`src/rtl/ps2_rx_frame.sv`:
```
// PS/2 keyboard receiver: pin synchronisation, clock glitch filter, 11-bit frame
// assembly with parity/stop checking, and E0/F0 prefix folding into key-event flags.
module ps2_rx_frame #(
    parameter int FILTER_LEN     = 4,
    parameter int TIMEOUT_CYCLES = 6000
) (
    input  logic       clk,
    input  logic       reset,
    input  logic       ps2_clk,
    input  logic       ps2_data,
    output logic [7:0] code,
    output logic       is_break,
    output logic       is_extended,
    output logic       code_valid,
    output logic       parity_err,
    output logic       frame_err,
    output logic       busy
);

    localparam int TW = $clog2(TIMEOUT_CYCLES + 1);

    typedef enum logic [1:0] {
        IDLE   = 2'd0,
        DATA   = 2'd1,
        PARITY = 2'd2,
        STOP   = 2'd3
    } state_t;

    // Good frame: data plus parity bit has an odd number of ones.
    function automatic logic odd_parity_ok(input logic [7:0] d, input logic p);
        return ^{d, p};
    endfunction

    logic [1:0]    clk_sync_r;
    logic [1:0]    data_sync_r;
    logic          filt_r;
    logic [4:0]    filt_cnt_r;
    logic          fall_s;
    logic          bit_s;
    state_t        state_r;
    logic [7:0]    shift_r;
    logic [2:0]    bit_cnt_r;
    logic          par_r;
    logic [TW-1:0] to_cnt_r;
    logic          ext_pend_r;
    logic          brk_pend_r;

    // Two-flop synchronisers for both pins; idle level is high.
    always_ff @(posedge clk) begin
        if (reset) begin
            clk_sync_r  <= 2'b11;
            data_sync_r <= 2'b11;
        end else begin
            clk_sync_r  <= {clk_sync_r[0], ps2_clk};
            data_sync_r <= {data_sync_r[0], ps2_data};
        end
    end

    // Glitch filter: filtered clock follows only after FILTER_LEN agreeing samples.
    always_ff @(posedge clk) begin
        if (reset) begin
            filt_r     <= 1'b1;
            filt_cnt_r <= 5'd0;
        end else if (clk_sync_r[1] == filt_r) begin
            filt_cnt_r <= 5'd0;
        end else if (filt_cnt_r == 5'(FILTER_LEN - 1)) begin
            filt_r     <= clk_sync_r[1];
            filt_cnt_r <= 5'd0;
        end else begin
            filt_cnt_r <= filt_cnt_r + 5'd1;
        end
    end

    // Fall strobe fires in the cycle the filtered clock commits to low.
    always_comb begin
        fall_s = 1'b0;
        if (filt_r && !clk_sync_r[1] && (filt_cnt_r == 5'(FILTER_LEN - 1))) begin
            fall_s = 1'b1;
        end else begin
            fall_s = 1'b0;
        end
    end

    assign bit_s = data_sync_r[1];

    // Frame FSM with registered outputs, timeout watchdog and prefix decode.
    always_ff @(posedge clk) begin
        if (reset) begin
            state_r     <= IDLE;
            shift_r     <= 8'h00;
            bit_cnt_r   <= 3'd0;
            par_r       <= 1'b0;
            to_cnt_r    <= '0;
            ext_pend_r  <= 1'b0;
            brk_pend_r  <= 1'b0;
            code        <= 8'h00;
            is_break    <= 1'b0;
            is_extended <= 1'b0;
            code_valid  <= 1'b0;
            parity_err  <= 1'b0;
            frame_err   <= 1'b0;
            busy        <= 1'b0;
        end else begin
            code_valid <= 1'b0;
            parity_err <= 1'b0;
            frame_err  <= 1'b0;
            if ((state_r != IDLE) && (to_cnt_r == TW'(TIMEOUT_CYCLES))) begin
                frame_err  <= 1'b1;
                ext_pend_r <= 1'b0;
                brk_pend_r <= 1'b0;
                to_cnt_r   <= '0;
                state_r    <= IDLE;
                busy       <= 1'b0;
            end else if (fall_s) begin
                to_cnt_r <= '0;
                case (state_r)
                    IDLE: begin
                        if (!bit_s) begin
                            state_r   <= DATA;
                            bit_cnt_r <= 3'd0;
                            busy      <= 1'b1;
                        end else begin
                            state_r <= IDLE;
                        end
                    end
                    DATA: begin
                        shift_r <= {bit_s, shift_r[7:1]};
                        if (bit_cnt_r == 3'd7) begin
                            state_r <= PARITY;
                        end else begin
                            bit_cnt_r <= bit_cnt_r + 3'd1;
                        end
                    end
                    PARITY: begin
                        par_r   <= bit_s;
                        state_r <= STOP;
                    end
                    STOP: begin
                        state_r <= IDLE;
                        busy    <= 1'b0;
                        if (!odd_parity_ok(shift_r, par_r) || !bit_s) begin
                            parity_err <= !odd_parity_ok(shift_r, par_r);
                            frame_err  <= !bit_s;
                            ext_pend_r <= 1'b0;
                            brk_pend_r <= 1'b0;
                        end else if (shift_r == 8'hE0) begin
                            ext_pend_r <= 1'b1;
                        end else if (shift_r == 8'hF0) begin
                            brk_pend_r <= 1'b1;
                        end else begin
                            code        <= shift_r;
                            is_break    <= brk_pend_r;
                            is_extended <= ext_pend_r;
                            code_valid  <= 1'b1;
                            ext_pend_r  <= 1'b0;
                            brk_pend_r  <= 1'b0;
                        end
                    end
                    default: begin
                        state_r <= IDLE;
                        busy    <= 1'b0;
                    end
                endcase
            end else if (state_r != IDLE) begin
                to_cnt_r <= to_cnt_r + TW'(1);
            end else begin
                to_cnt_r <= '0;
            end
        end
    end

endmodule

```
`config.mk`:
```
export PLATFORM = sky130hd
export DESIGN_NAME = ps2_rx_frame
export DESIGN_NICKNAME = d
export VERILOG_FILES = /design/src/rtl/ps2_rx_frame.sv
export SDC_FILE = /design/constraint.sdc
export NUM_CORES = 1
export LEC_CHECK = 0
export ABC_AREA = 1
export BUFFER_PORTS_ARGS = -buffer_cell sky130_fd_sc_hd__buf_2
export CAP_MARGIN = 10
export CORE_MARGIN = 5
export CORE_UTILIZATION = 50
export CTS_BUF_LIST = sky130_fd_sc_hd__clkbuf_8
export DETAILED_ROUTE_END_ITERATION = 8
export GPL_TIMING_DRIVEN = 1
export PLACE_DENSITY_LB_ADDON = 0.12
export SYNTH_ARGS = -nofsm -noshare
export SYNTH_HDL_FRONTEND = slang
export SYNTH_SLANG_ARGS = --single-unit
```
`constraint.sdc`:
```
create_clock -name clk -period 1.56 [get_ports clk]
set_input_delay 0.312 -clock clk [delete_from_list [all_inputs] [get_ports clk]]
set_output_delay 0.312 -clock clk [all_outputs]
set_load 0.02 [all_outputs]
```
; After elaboration in Yosys (flattened, before gate mapping)
; Cells that the tools add are included.
[word_totals]
memories = 0
mem_bits_ro = 0
ram_bits = 0
ff_bits = 53
inputBits = 4
output_inout_bits = 14
latchBits = 0
[classes]
mul = 0
shift = 0
addsub = 3
magnitude_cmp = 0
n_div = 0
n_mux = 20
n_eq_ne = 14
n_bitwise = 8
n_reduce_logical = 26
[op_table]
columns = cell, n
row1 = $eq 8x8->1 const B, 2
row2 = $reduce_and 3->1, 5
row3 = $mux 1, 14
row4 = $add 13x1->13 const B, 1
row5 = $eq 13x13->1 const B, 1
row6 = $reduce_xor 9->1, 1
row7 = $ne 2x2->1 const B, 4
row8 = $not 1->1, 8
row9 = $pmux 2 s4, 1
row10 = $mux 3, 2
row11 = $pmux 3 s2, 1
row12 = $reduce_and 6->1, 1
row13 = $reduce_bool 2->1, 3
row14 = $reduce_or 6->1, 1
row15 = $add 5x1->5 const B, 1
row16 = $eq 5x2->1 const B, 1
row17 = $reduce_and 5->1, 1
row18 = $reduce_or 5->1, 1
row19 = $eq 2x2->1 const B, 2
row20 = $reduce_and 2->1, 2
row21 = $reduce_or 4->1, 1
row22 = $add 3x1->3 const B, 1
row23 = $eq 3x3->1 const B, 1
row24 = $logic_and 1x1->1, 3
row25 = 10 further kinds, 12

; Logic depth before layout (Yosys ltp)
; Gate-level depths: netlist of the first run.
[logic_depth]
word_depth = 7
mapped_depth = 13

; Worst setup path after synthesis of the first run
; Ideal clock, no wire load.
[synth_path]
kind = reg-to-reg
start = register state_r[0]
end = register to_cnt_r[7]
arrival_ns = 1.559
slack_ns = -0.126
setup_ns = 0.128
stages_incl_launch_ff = 12
cell_sequence = dfxtp_1 > inv_1 > ha_1 > inv_2 > nand3_1 > nor2_1 > nand2_1 > nand2_1 > inv_2 > nand3_1 > buf_4 > a211oi_2
[synth_between]
elab_chain_len = 3
[synth_lines]
columns = element, line_no
row1 = start: declaration, 40  ; state_t state_r;
row2 = start signal: assignment, 89  ; state_r <= IDLE;
row3 = start signal: assignment, 112  ; state_r <= IDLE;
row4 = start signal: assignment, 119  ; state_r <= DATA;
row5 = $reduce_bool 2->1 (*), "107, 164"
row6 = $logic_and 1x1->1 / $not 1->1 (equally long branches), -
row7 = $reduce_or 4->1 (no line) (*), -
row8 = end signal: assignment, 165  ; to_cnt_r <= to_cnt_r + TW'(1);
row9 = end: declaration, 44  ; logic [TW-1:0] to_cnt_r;
; Every way passes the cells marked *; elsewhere a longest branch is shown, timed or not.
; A chain may end at the register's enable or synchronous reset.

; Final worst setup path of the first run
[layout_path]
start = register state_r[1]
end = register code[6]
[layout_between]
elab_chain_len = 4
[layout_lines]
columns = element, line_no
row1 = $reduce_bool 2->1, 107  ; if ((state_r != IDLE) && (to_cnt_r == TW'(TIMEOUT_CYCLES))) begin
row2 = $logic_and 1x1->1, 107
row3 = $not 1->1 (no line), -
row4 = $reduce_and 6->1 (no line) (*), -
row5 = end signal: assignment, 151  ; code <= shift_r;
row6 = end: declaration, 11  ; output logic [7:0] code,
; Marked as above.

==> summary.txt, run 1 <==
GLOBAL ROUTING
---------------------------------------------------------------------------------
GRT Overall Usage                                                           17.4%
Wire length of the first global-routing pass                              9070 µm
Total overflow reported by the global router                                    0
Vias in the first global route                                               2117
Pin count of the biggest net entering global routing                           21
Antenna violations before repair                                                0

YOSYS
---------------------------------------------------------------------------------
Cell count after synthesis                                                    351
Fraction of synthesized cell area taken by the top area cell type           42.2%
Number of storage elements in the synthesis netlist                            53
Library cells used by synthesis                                                36
Netlist Area Pre-Place                                                   2510 µm²
Biggest area consumer among synthesized cells                        sky130_fd_sc_hd__dfxtp_1
Most numerous cell types in the synthesized netlist                  77 x sky130_fd_sc_hd__nand2_1, 56 x sky130_fd_sc_hd__nor2_1, 53 x sky130_fd_sc_hd__dfxtp_1, 51 x sky130_fd_sc_hd__inv_1, 20 x sky130_fd_sc_hd__a21oi_1
Mean cell area of the mapped netlist                                     7.16 µm²
Top_reg_cell synth                                                   sky130_fd_sc_hd__dfxtp_1
Fraction of registers with async set/reset                                     0%
Post-synthesis net count                                                      365
Dominant cells by area after synthesis                               sky130_fd_sc_hd__dfxtp_1 42%, sky130_fd_sc_hd__nand2_1 11%, sky130_fd_sc_hd__nor2_1 8.4%
Proportion of synthesized chip area in sequential cells                     42.2%
Number of synthesized flops with an enable pin                                  0
Warnings from Yosys                                                             0
Most used standard cell by instance count after synthesis            sky130_fd_sc_hd__nand2_1

STA
---------------------------------------------------------------------------------
Final period demand of the worst path                                     1.63 ns
Setup TNS                                                               -0.380 ns
Hold Fails Final Rpt                                                            0
Final worst clock skew                                                  0.0122 ns
Number of setup violations in the final report                                 10
Actual transition at the worst max-transition pin                        0.329 ns
Final setup slack of the worst path                                    -0.0729 ns
Count of pins over their slew limit                                             0
Unrepaired setup endpoints after global routing                              true
Share of the clock period used by the worst path after layout                105%
Max frequency                                                             612 MHz
Headroom to the max-slew limit                                              77.9%

FLOORPLANNING
---------------------------------------------------------------------------------
Die boundary height                                                       80.9 µm
Die span in x                                                             80.9 µm
Die area                                                                 6550 µm²
Cell row count                                                                 25
I/O pins                                                                       18
Area inside the core boundary                                            4820 µm²
Effective utilization at floorplan                                          52.2%

CTS
---------------------------------------------------------------------------------
Largest buffer count on any clock path                                          2
Count of hold buffers inserted by post-cts repair                               0
CTS H-tree depth                                                                2
CTS buffer count                                                                5
Clock slew seen by the registers of the worst setup and hold paths        0.09 ns
CTS tree                                                                     done
Clock Sink Count                                                               53
Root Buffer                                                          sky130_fd_sc_hd__clkbuf_8
Clock insertion delay at the later pin of the skew report                 0.31 ns

ROUTE
---------------------------------------------------------------------------------
Per-cell routed wire length                                               11.7 µm
Detailed-routing iteration count for the pre-antenna-repair pass                4
Number of antenna-violating nets in the routed design                           0
Via count                                                                    2318
Final Routed Wirelength                                                   5670 µm
DR iter-0 viols                                                               101
Post-route DRC                                                                  0
Post-DR vias/cell                                                            4.79

WORST HOLD PATH
---------------------------------------------------------------------------------
Hold Path Cell Cnt                                                              2
Worst min path class                                                    in -> reg
Launch point of the worst hold path                                      ps2_data
Endpoint with the worst hold slack                                   data_sync_r[0]

POWER
---------------------------------------------------------------------------------
Power per cell area                                                    679 nW/µm²
Largest vdd supply drop                                                  0.383 mV
Static Leakage                                                            1.55 nW

LAYOUT
---------------------------------------------------------------------------------
Fill cell instance count of the final layout                                  384
Fraction of layout cells with a size suffix above 1                         37.2%
Area growth, synth to finish                                                38.2%
Post-route standard cell area excluding fillers                          3470 µm²
Fin nets                                                                      430
Antenna diode instance count                                                    0
Final Util                                                                  72.1%

PLACED DESIGN
---------------------------------------------------------------------------------
Final weighted congestion in routability-driven placement                   0.793
Post-detailed-placement cell area                                        2960 µm²
IO buf count                                                                   17
HPWL reported at the end of detailed placement                            3720 µm

CRITICAL PATH
---------------------------------------------------------------------------------
Critical Setup Path Class                                              reg -> reg
Reg2reg setup slack                                                      -0.07 ns
Endpoint class of the critical path                                     flip-flop
Data arrival time of the critical path                                    1.84 ns
Origin of the critical flop-to-flop path                               state_r[1]
Worst reg-to-reg path cell count                                               13
Endpoint of the worst-slack reg-to-reg timing path                        code[6]
Crit path max fanout                                                           10
Critical Path Start Type                                                flip-flop
Required time of the worst setup path                                     1.77 ns

OUTCOME
---------------------------------------------------------------------------------
Failing checks                                                       negative setup slack
Status                                                               finished with violations

JOB
---------------------------------------------------------------------------------
MaxCap Viol Count                                                               0

==> how the worst max path moves through the flow <==
stage / start / endpoint / slack, ns / depth (start not counted)
3_3_place_gp: filt_cnt_r[0] / bit_cnt_r[1] / -0.11 / 8
2_1_floorplan: filt_cnt_r[0] / code[3] / 0.001 / 9
4_1_cts: clk_sync_r[1] / is_extended / -0.03 / 11
3_5_place_dp: filt_cnt_r[1] / bit_cnt_r[1] / -0.14 / 8
6_report: state_r[1] / code[6] / -0.07 / 13
5_1_grt: state_r[1] / code[2] / -0.19 / 12
==> area by class of cell <==
type	count	area [µm²]	share of cell area, %
clock inverters	2	33.8	0.972
clock buffers	6	82.6	2.38
multi-input cells	234	1460	41.9
well taps	67	83.8	2.41
inverters	56	210	6.05
repair buffers	66	520	15.0
flip-flops and latches	53	1090	31.3
==> stage by stage <==
stage | hold slack [ns] | power [W] | instances | worst slack, ns
2_1_floorplan | 0.389 | 0.00142 | 351 | 0.00137
3_3_place_gp | 0.394 | 0.00144 | 464 | -0.112
3_5_place_dp | 0.396 | 0.00144 | 464 | -0.143
4_1_cts | 0.170 | 0.00240 | 473 | -0.0254
5_1_grt | 0.175 | 0.00245 | 484 | -0.187
6_report | 0.179 | 0.00236 | 484 | -0.0729
==> logic make-up after synthesis <==
logic type	share of synthesized area, %
flops	42.2
buf+inv	10.1
xor+xnor	2.09
compound gates	8.66
simple gates	32.0
fa+ha+maj	4.98
==> routing by layer <==
layer | global-route usage [%] | vias up | wire length [µm]
met3 | 3.66 | 7 | 142
met1 | 21.4 | 1051 | 2580
met4 | 5.57 | 0 | 77
met2 | 30.1 | 30 | 2870
li1 | - | 1230 | -
met5 | 0 | - | 0
==> report_power, final <==
part	leakage, nW	internal, W	switching (W)
Combinational	1.05	0.0000217	0.0000321
Sequential	0.434	0.00135	0.00000247
Clock	0.0626	0.000517	0.000436
==> state kept, by name, indices dropped and copies added (netlist names), 2 cells and up <==
| name | count |
|---|---|
| state_r | 2 |
| to_cnt_r | 13 |
| bit_cnt_r | 3 |
| data_sync_r | 2 |
| clk_sync_r | 2 |
| shift_r | 8 |
| code | 8 |
| filt_cnt_r | 5 |
==> critical path, cell delays in order (launching register included) <==
cell                        delay (ns)
sky130_fd_sc_hd__dfxtp_2          0.36
sky130_fd_sc_hd__inv_2            0.06
sky130_fd_sc_hd__ha_4             0.16
sky130_fd_sc_hd__inv_2            0.06
sky130_fd_sc_hd__nand3_2          0.09
sky130_fd_sc_hd__nor2_4           0.14
sky130_fd_sc_hd__nand2_4          0.09
sky130_fd_sc_hd__nand2_2          0.08
sky130_fd_sc_hd__nor2_4           0.04
sky130_fd_sc_hd__nand4_4          0.14
sky130_fd_sc_hd__clkbuf_16        0.18
sky130_fd_sc_hd__nand2_1          0.05
sky130_fd_sc_hd__nand2_1          0.06
sky130_fd_sc_hd__nor2_1           0.04
==> placed cells by master, fill, tap and decap left out, types with 2 or more instances in the layout <==
master and instances:
sky130_fd_sc_hd__o21ai_0 6, sky130_fd_sc_hd__nand2_1 60, sky130_fd_sc_hd__dfxtp_2 9, sky130_fd_sc_hd__inv_2 11
sky130_fd_sc_hd__buf_6 2, sky130_fd_sc_hd__nor2_1 45, sky130_fd_sc_hd__nor3_1 6, sky130_fd_sc_hd__clkbuf_8 6
sky130_fd_sc_hd__xor2_1 4, sky130_fd_sc_hd__nand2_2 16, sky130_fd_sc_hd__o21ai_1 4, sky130_fd_sc_hd__nand3_2 2
sky130_fd_sc_hd__clkbuf_16 2, sky130_fd_sc_hd__nor2_4 8, sky130_fd_sc_hd__ha_4 3, sky130_fd_sc_hd__or2_2 4
sky130_fd_sc_hd__ha_2 3, sky130_fd_sc_hd__nand4_1 8, sky130_fd_sc_hd__a211oi_1 2, sky130_fd_sc_hd__buf_2 17
sky130_fd_sc_hd__nand2_4 2, sky130_fd_sc_hd__ha_1 4, sky130_fd_sc_hd__dfxtp_1 40, sky130_fd_sc_hd__buf_12 2
sky130_fd_sc_hd__inv_1 46, sky130_fd_sc_hd__nor2_2 7, sky130_fd_sc_hd__buf_4 43, sky130_fd_sc_hd__a21oi_1 18
sky130_fd_sc_hd__a21oi_2 2, sky130_fd_sc_hd__nand4_4 2, sky130_fd_sc_hd__dfxtp_4 4, sky130_fd_sc_hd__nand3_1 11
sky130_fd_sc_hd__nand3_4 3, sky130_fd_sc_hd__nor3b_1 2
==> repair_timing <==
item                       in CTS  in global routing
setup buffers                   1                  9
setup endpoints to repair      30                 29
resized for setup              22                 60
pin swaps                       2                 13
cloned                          0                  2
Power figures use the tool's default switching activity.
==> run 2: changes to the inputs <==
- SKIP_LAST_GASP: not set -> 1
==> summary.txt, run 2 (synthesis gave the netlist of run 1 again) <==
FLOORPLANNING
---------------------------------------------------------------------------------
Die span in x                                                             80.9 µm
I/O pins                                                                       18
Area inside the core boundary                                            4820 µm²
Die area                                                                 6550 µm²
Cell row count                                                                 25
Die boundary height                                                       80.9 µm
Effective utilization at floorplan                                          52.2%

PLACED DESIGN
---------------------------------------------------------------------------------
HPWL reported at the end of detailed placement                            3720 µm
Final weighted congestion in routability-driven placement                   0.793
IO buf count                                                                   17

ROUTE
---------------------------------------------------------------------------------
Number of antenna-violating nets in the routed design                           0
Detailed-routing iteration count for the pre-antenna-repair pass                4
Final Routed Wirelength                                                   5620 µm
Per-cell routed wire length                                               11.6 µm
Post-DR vias/cell                                                            4.80
DR iter-0 viols                                                                87
Post-route DRC                                                                  0
Via count                                                                    2325

STA
---------------------------------------------------------------------------------
Hold Fails Final Rpt                                                            0
Setup TNS                                                               -0.494 ns
Final period demand of the worst path                                     1.65 ns
Max frequency                                                             607 MHz
Count of pins over their slew limit                                             0
Share of the clock period used by the worst path after layout                106%
Number of setup violations in the final report                                 10
Final worst clock skew                                                  0.0135 ns
Headroom to the max-slew limit                                              77.5%
Unrepaired setup endpoints after global routing                              true
Final setup slack of the worst path                                    -0.0876 ns
Actual transition at the worst max-transition pin                        0.334 ns

LAYOUT
---------------------------------------------------------------------------------
Fill cell instance count of the final layout                                  380
Final Util                                                                  72.2%
Register containing the most flip-flops in the final layout              to_cnt_r
Biggest registers after layout                                       to_cnt_r x13, code x8, shift_r x8
Flip-flop and latch area                                                 1080 µm²
Fin nets                                                                      430
Most common cell after layout, fill and taps aside                   sky130_fd_sc_hd__nand2_1
Max FFs per register                                                           13
Leading cell types in the layout, fill and taps excluded             60 x sky130_fd_sc_hd__nand2_1, 47 x sky130_fd_sc_hd__inv_1, 44 x sky130_fd_sc_hd__buf_4
Antenna diode instance count                                                    0
Fraction of layout cells with a size suffix above 1                         37.2%
Total area of multi-input combinational cells                            1470 µm²
Area growth, synth to finish                                                38.4%

CTS
---------------------------------------------------------------------------------
CTS buffer count                                                                5
CTS H-tree depth                                                                2
Clock slew seen by the registers of the worst setup and hold paths        0.09 ns
Clock Sink Count                                                               53
CTS tree                                                                     done
Root Buffer                                                          sky130_fd_sc_hd__clkbuf_8
Clock insertion delay at the later pin of the skew report                 0.31 ns
Largest buffer count on any clock path                                          2

CRITICAL PATH
---------------------------------------------------------------------------------
Critical Setup Path Class                                              reg -> reg
Launching instance or port of the critical path                      filt_cnt_r[1]
Endpoint of the worst-slack reg-to-reg timing path                        code[6]
Origin of the critical flop-to-flop path                             filt_cnt_r[1]
Worst reg-to-reg path cell count                                               10
Crit path max fanout                                                            5
Reg2reg setup slack                                                      -0.09 ns
Data arrival time of the critical path                                    1.89 ns
Worst setup path end                                                      code[6]
Required time of the worst setup path                                     1.81 ns
Critical Path Start Type                                                flip-flop
Endpoint class of the critical path                                     flip-flop

POWER
---------------------------------------------------------------------------------
Power per cell area                                                    679 nW/µm²
Largest vdd supply drop                                                  0.385 mV
Total power consumption of the routed design                            0.00236 W
Static Leakage                                                            1.54 nW

GLOBAL ROUTING
---------------------------------------------------------------------------------
Antenna violations before repair                                                0
Vias in the first global route                                               2104
Total overflow reported by the global router                                    0
Wire length of the first global-routing pass                              9000 µm
GRT Overall Usage                                                           17.3%
Pin count of the biggest net entering global routing                           21

WORST HOLD PATH
---------------------------------------------------------------------------------
Worst min path class                                                    in -> reg

OUTCOME
---------------------------------------------------------------------------------
Status                                                               finished with violations
Failing checks                                                       negative setup slack

JOB
---------------------------------------------------------------------------------
MaxCap Viol Count                                                               0

[run 2: cell counts in the layout (fill, tap and decap cells not counted)]
No cell type changed its count.
[run 2: metal layers]
layer	up-vias	share of wire (%)	track usage, %	routed length, µm
li1	1226	-	-	-
met1	1067	45	21.2	2530
met2	24	51	30.0	2850
met3	8	2.7	3.66	151
met4	0	1.5	5.57	82
met5	-	0	0	0
[run 2: how the worst min path moves through the flow]
stage                         from             end  slack [ns]  depth (start not counted)
finish                    ps2_data  data_sync_r[0]        0.18                          2
global route              ps2_data  data_sync_r[0]        0.17                          2
CTS                       ps2_data  data_sync_r[0]        0.17                          2
detailed placement  data_sync_r[0]  data_sync_r[1]        0.40                          1
global placement    data_sync_r[0]  data_sync_r[1]        0.39                          1
floorplan            clk_sync_r[0]   clk_sync_r[1]        0.39                          1
[run 2: repair_timing]
item | CTS | global route
buffers inserted | 1 | 8
setup endpoints to repair | 30 | 40
cloned | 0 | 3
resized for setup | 9 | 71
hold buffers | 0 | 0
pin swaps | 2 | 25
[run 2: power by group]
group	switching (W)	internal (W)
registers	0.00000245	0.00135
logic	0.0000323	0.0000218
clock network	0.000438	0.000517
[run 2: through the flow]
| step | worst slack [ns] | hold WS [ns] | cells | area (µm²) |
|---|---|---|---|---|
| after CTS | -0.0792 | 0.170 | 473 | 3120 |
| after global placement | -0.112 | 0.394 | 464 | 2960 |
| after global routing | -0.220 | 0.175 | 484 | 3480 |
| final | -0.0876 | 0.180 | 484 | 3480 |
| after detailed placement | -0.143 | 0.396 | 464 | 2960 |
| after floorplan | 0.00137 | 0.389 | 351 | 2540 |
[run 2: cell type report]
type | instances | share of cell area, %
Timing Repair Buffer | 66 | 14.9
Sequential cell | 53 | 31.1
Inverter | 56 | 6.04
Clock buffer | 6 | 2.37
Tap cell | 67 | 2.41
Multi-Input combinational cell | 234 | 42.3
Clock inverter | 2 | 0.971
[run 2: worst max-delay path: stages, from the launching register on]
cell                        delay [ns]
sky130_fd_sc_hd__dfxtp_2          0.37
sky130_fd_sc_hd__ha_4             0.15
sky130_fd_sc_hd__nand4_4          0.15
sky130_fd_sc_hd__nor2_4           0.15
sky130_fd_sc_hd__nand2_2          0.07
sky130_fd_sc_hd__nor2_4           0.13
sky130_fd_sc_hd__nand4_4          0.16
sky130_fd_sc_hd__clkbuf_16        0.21
sky130_fd_sc_hd__nand2_1          0.06
sky130_fd_sc_hd__nand2_1          0.05
sky130_fd_sc_hd__nor2_1           0.09
==> run 3: changes to the inputs <==
- CORE_MARGIN: 5 -> 1
- PLACE_DENSITY: not set -> 0.71
- PLACE_DENSITY_LB_ADDON: 0.12 -> not set
- REMOVE_ABC_BUFFERS: not set -> 1
==> summary.txt, run 3 (synthesis gave the netlist of run 1 again) <==
GLOBAL ROUTING
---------------------------------------------------------------------------------
Pin count of the biggest net entering global routing                           21
Total overflow reported by the global router                                    0
Antenna violations before repair                                                0
Vias in the first global route                                               2014
Wire length of the first global-routing pass                              8180 µm
GRT Overall Usage                                                           19.8%

PLACED DESIGN
---------------------------------------------------------------------------------
Final weighted congestion in routability-driven placement                   0.893
HPWL reported at the end of detailed placement                            3570 µm
Worst slack, placed                                                     -0.153 ns
IO buf count                                                                   17
Inst Count DP                                                                 466
Post-detailed-placement cell area                                        2960 µm²

STA
---------------------------------------------------------------------------------
Final period demand of the worst path                                     1.66 ns
Unrepaired setup endpoints after global routing                              true
Final worst clock skew                                                  0.0140 ns
Actual transition at the worst max-transition pin                        0.312 ns
Max frequency                                                             601 MHz
Hold Fails Final Rpt                                                            0
Count of pins over their slew limit                                             0
Number of setup violations in the final report                                 21
Headroom to the max-slew limit                                              79.1%
Final setup slack of the worst path                                     -0.105 ns
Share of the clock period used by the worst path after layout                107%
Setup TNS                                                                -1.40 ns

FLOORPLANNING
---------------------------------------------------------------------------------
I/O pins                                                                       18
Effective utilization at floorplan                                          52.5%
Area inside the core boundary                                            4790 µm²
Cell row count                                                                 25
Die boundary height                                                       72.9 µm
Die span in x                                                             72.9 µm
Die area                                                                 5320 µm²

CTS
---------------------------------------------------------------------------------
CTS tree                                                                     done
Count of hold buffers inserted by post-cts repair                               0
CTS H-tree depth                                                                2
Clock insertion delay at the later pin of the skew report                 0.31 ns
Clock slew seen by the registers of the worst setup and hold paths        0.10 ns
Root Buffer                                                          sky130_fd_sc_hd__clkbuf_8
CTS buffer count                                                                5
Largest buffer count on any clock path                                          2
Clock Sink Count                                                               53

CRITICAL PATH
---------------------------------------------------------------------------------
Critical Path Start Type                                                flip-flop
CP max stage cell                                                    sky130_fd_sc_hd__dfxtp_2
CP Buf/Inv Count                                                                5
Maximum cell stage delay along the critical path                          0.35 ns
Crit path max fanout                                                            8
Worst path cell trace                                                inv_2 -> ha_4 -> inv_2 -> nand3_2 -> nor2_4 -> buf_6 -> buf_6 -> a21oi_4 -> nand2_2 -> buf_6 -> o21ai_2 -> a21oi_1
Gate family responsible for the most delay along the worst path      buffers and inverters
Critical Setup Path Class                                              reg -> reg
Most prevalent standard cell on the critical path                    sky130_fd_sc_hd__buf_6
Data arrival time of the critical path                                    1.90 ns
Required time of the worst setup path                                     1.79 ns
Endpoint class of the critical path                                     flip-flop

LAYOUT
---------------------------------------------------------------------------------
Leading cell types in the layout, fill and taps excluded             60 x sky130_fd_sc_hd__nand2_1, 48 x sky130_fd_sc_hd__inv_1, 44 x sky130_fd_sc_hd__nor2_1, 44 x sky130_fd_sc_hd__dfxtp_1, 38 x sky130_fd_sc_hd__buf_4
Most common cell after layout, fill and taps aside                   sky130_fd_sc_hd__nand2_1
Fill cell instance count of the final layout                                  340
Area growth, synth to finish                                                40.3%
Biggest registers after layout                                       to_cnt_r x13, code x8, shift_r x8
Post-route non-filler standard cell count                                     485
Post-route standard cell area excluding fillers                          3530 µm²
Antenna diode instance count                                                    0
Register containing the most flip-flops in the final layout              to_cnt_r
Max FFs per register                                                           13
Fraction of layout cells with a size suffix above 1                         36.8%
Fin nets                                                                      431

OUTCOME
---------------------------------------------------------------------------------
Status                                                               finished with violations
Failing checks                                                       negative setup slack

ROUTE
---------------------------------------------------------------------------------
Per-cell routed wire length                                               12.6 µm
Via count                                                                    2387
Post-DR vias/cell                                                            4.92
Post-route DRC                                                                  0
Detailed-routing iteration count for the pre-antenna-repair pass                5
Number of antenna-violating nets in the routed design                           0
Final Routed Wirelength                                                   6120 µm
DR iter-0 viols                                                               112

POWER
---------------------------------------------------------------------------------
Total power consumption of the routed design                            0.00250 W
Power per cell area                                                    708 nW/µm²
Static Leakage                                                            1.56 nW
Largest vdd supply drop                                                  0.457 mV

WORST HOLD PATH
---------------------------------------------------------------------------------
Worst min path class                                                    in -> reg

JOB
---------------------------------------------------------------------------------
MaxCap Viol Count                                                               0

## run 3: changes by cell type in the layout (fill, tap and decap cells not counted), sizes merged
cell,previous run,this run
clkinv,0,1
inv,57,56
bufinv,1,2
## run 3: power by group
| part | internal, W | total (W) | switching, W |
|---|---|---|---|
| logic | 0.0000203 | 0.0000545 | 0.0000343 |
| registers | 0.00135 | 0.00136 | 0.00000204 |
| clock network | 0.000637 | 0.00109 | 0.000451 |
| total | 0.00201 | 0.00250 | 0.000487 |
## run 3: what timing repair did
action,CTS,global route
resized for setup,5,82
cloned,0,4
setup buffers,1,6
pin swaps,2,18
endpoints found under the setup margin,29,40
## run 3: final cells by class
type / instances / area [µm²] / area share (%)
Clock buffer: 5 / 68.8 / 1.95
Clock inverter: 3 / 65.1 / 1.84
Inverter: 56 / 210 / 5.96
Multi-Input combinational cell: 234 / 1460 / 41.3
Sequential cell: 53 / 1080 / 30.5
Tap cell: 67 / 83.8 / 2.38
Timing Repair Buffer: 67 / 564 / 16.0
## run 3: final timing paths
check | from | endpoint | slack, ns | cells past startpoint
setup / recovery | state_r[1] | shift_r[3] | -0.10 | 12
hold reg to reg | clk_sync_r[0] | clk_sync_r[1] | 0.42 | 1
setup reg to reg | state_r[1] | shift_r[3] | -0.10 | 12
hold / removal | ps2_clk | clk_sync_r[0] | 0.18 | 2
## run 3: metrics by stage
| stage | hold WS (ns) | utilization [%] |
|---|---|---|
| final | 0.181 | 73.7 |
| after global routing | 0.171 | 73.7 |
| after CTS | 0.171 | 65.1 |
| after global placement | 0.394 | 61.8 |
| after detailed placement | 0.399 | 61.8 |
| after floorplan | 0.381 | - |
## run 3: metal layers
layer	GRT usage [%]	up-vias	part of all wire (%)
met5	0	-	0
met2	35.1	43	52
met4	9.15	0	2.1
li1	-	1230	-
met3	3.45	12	2.5
met1	23.1	1102	43
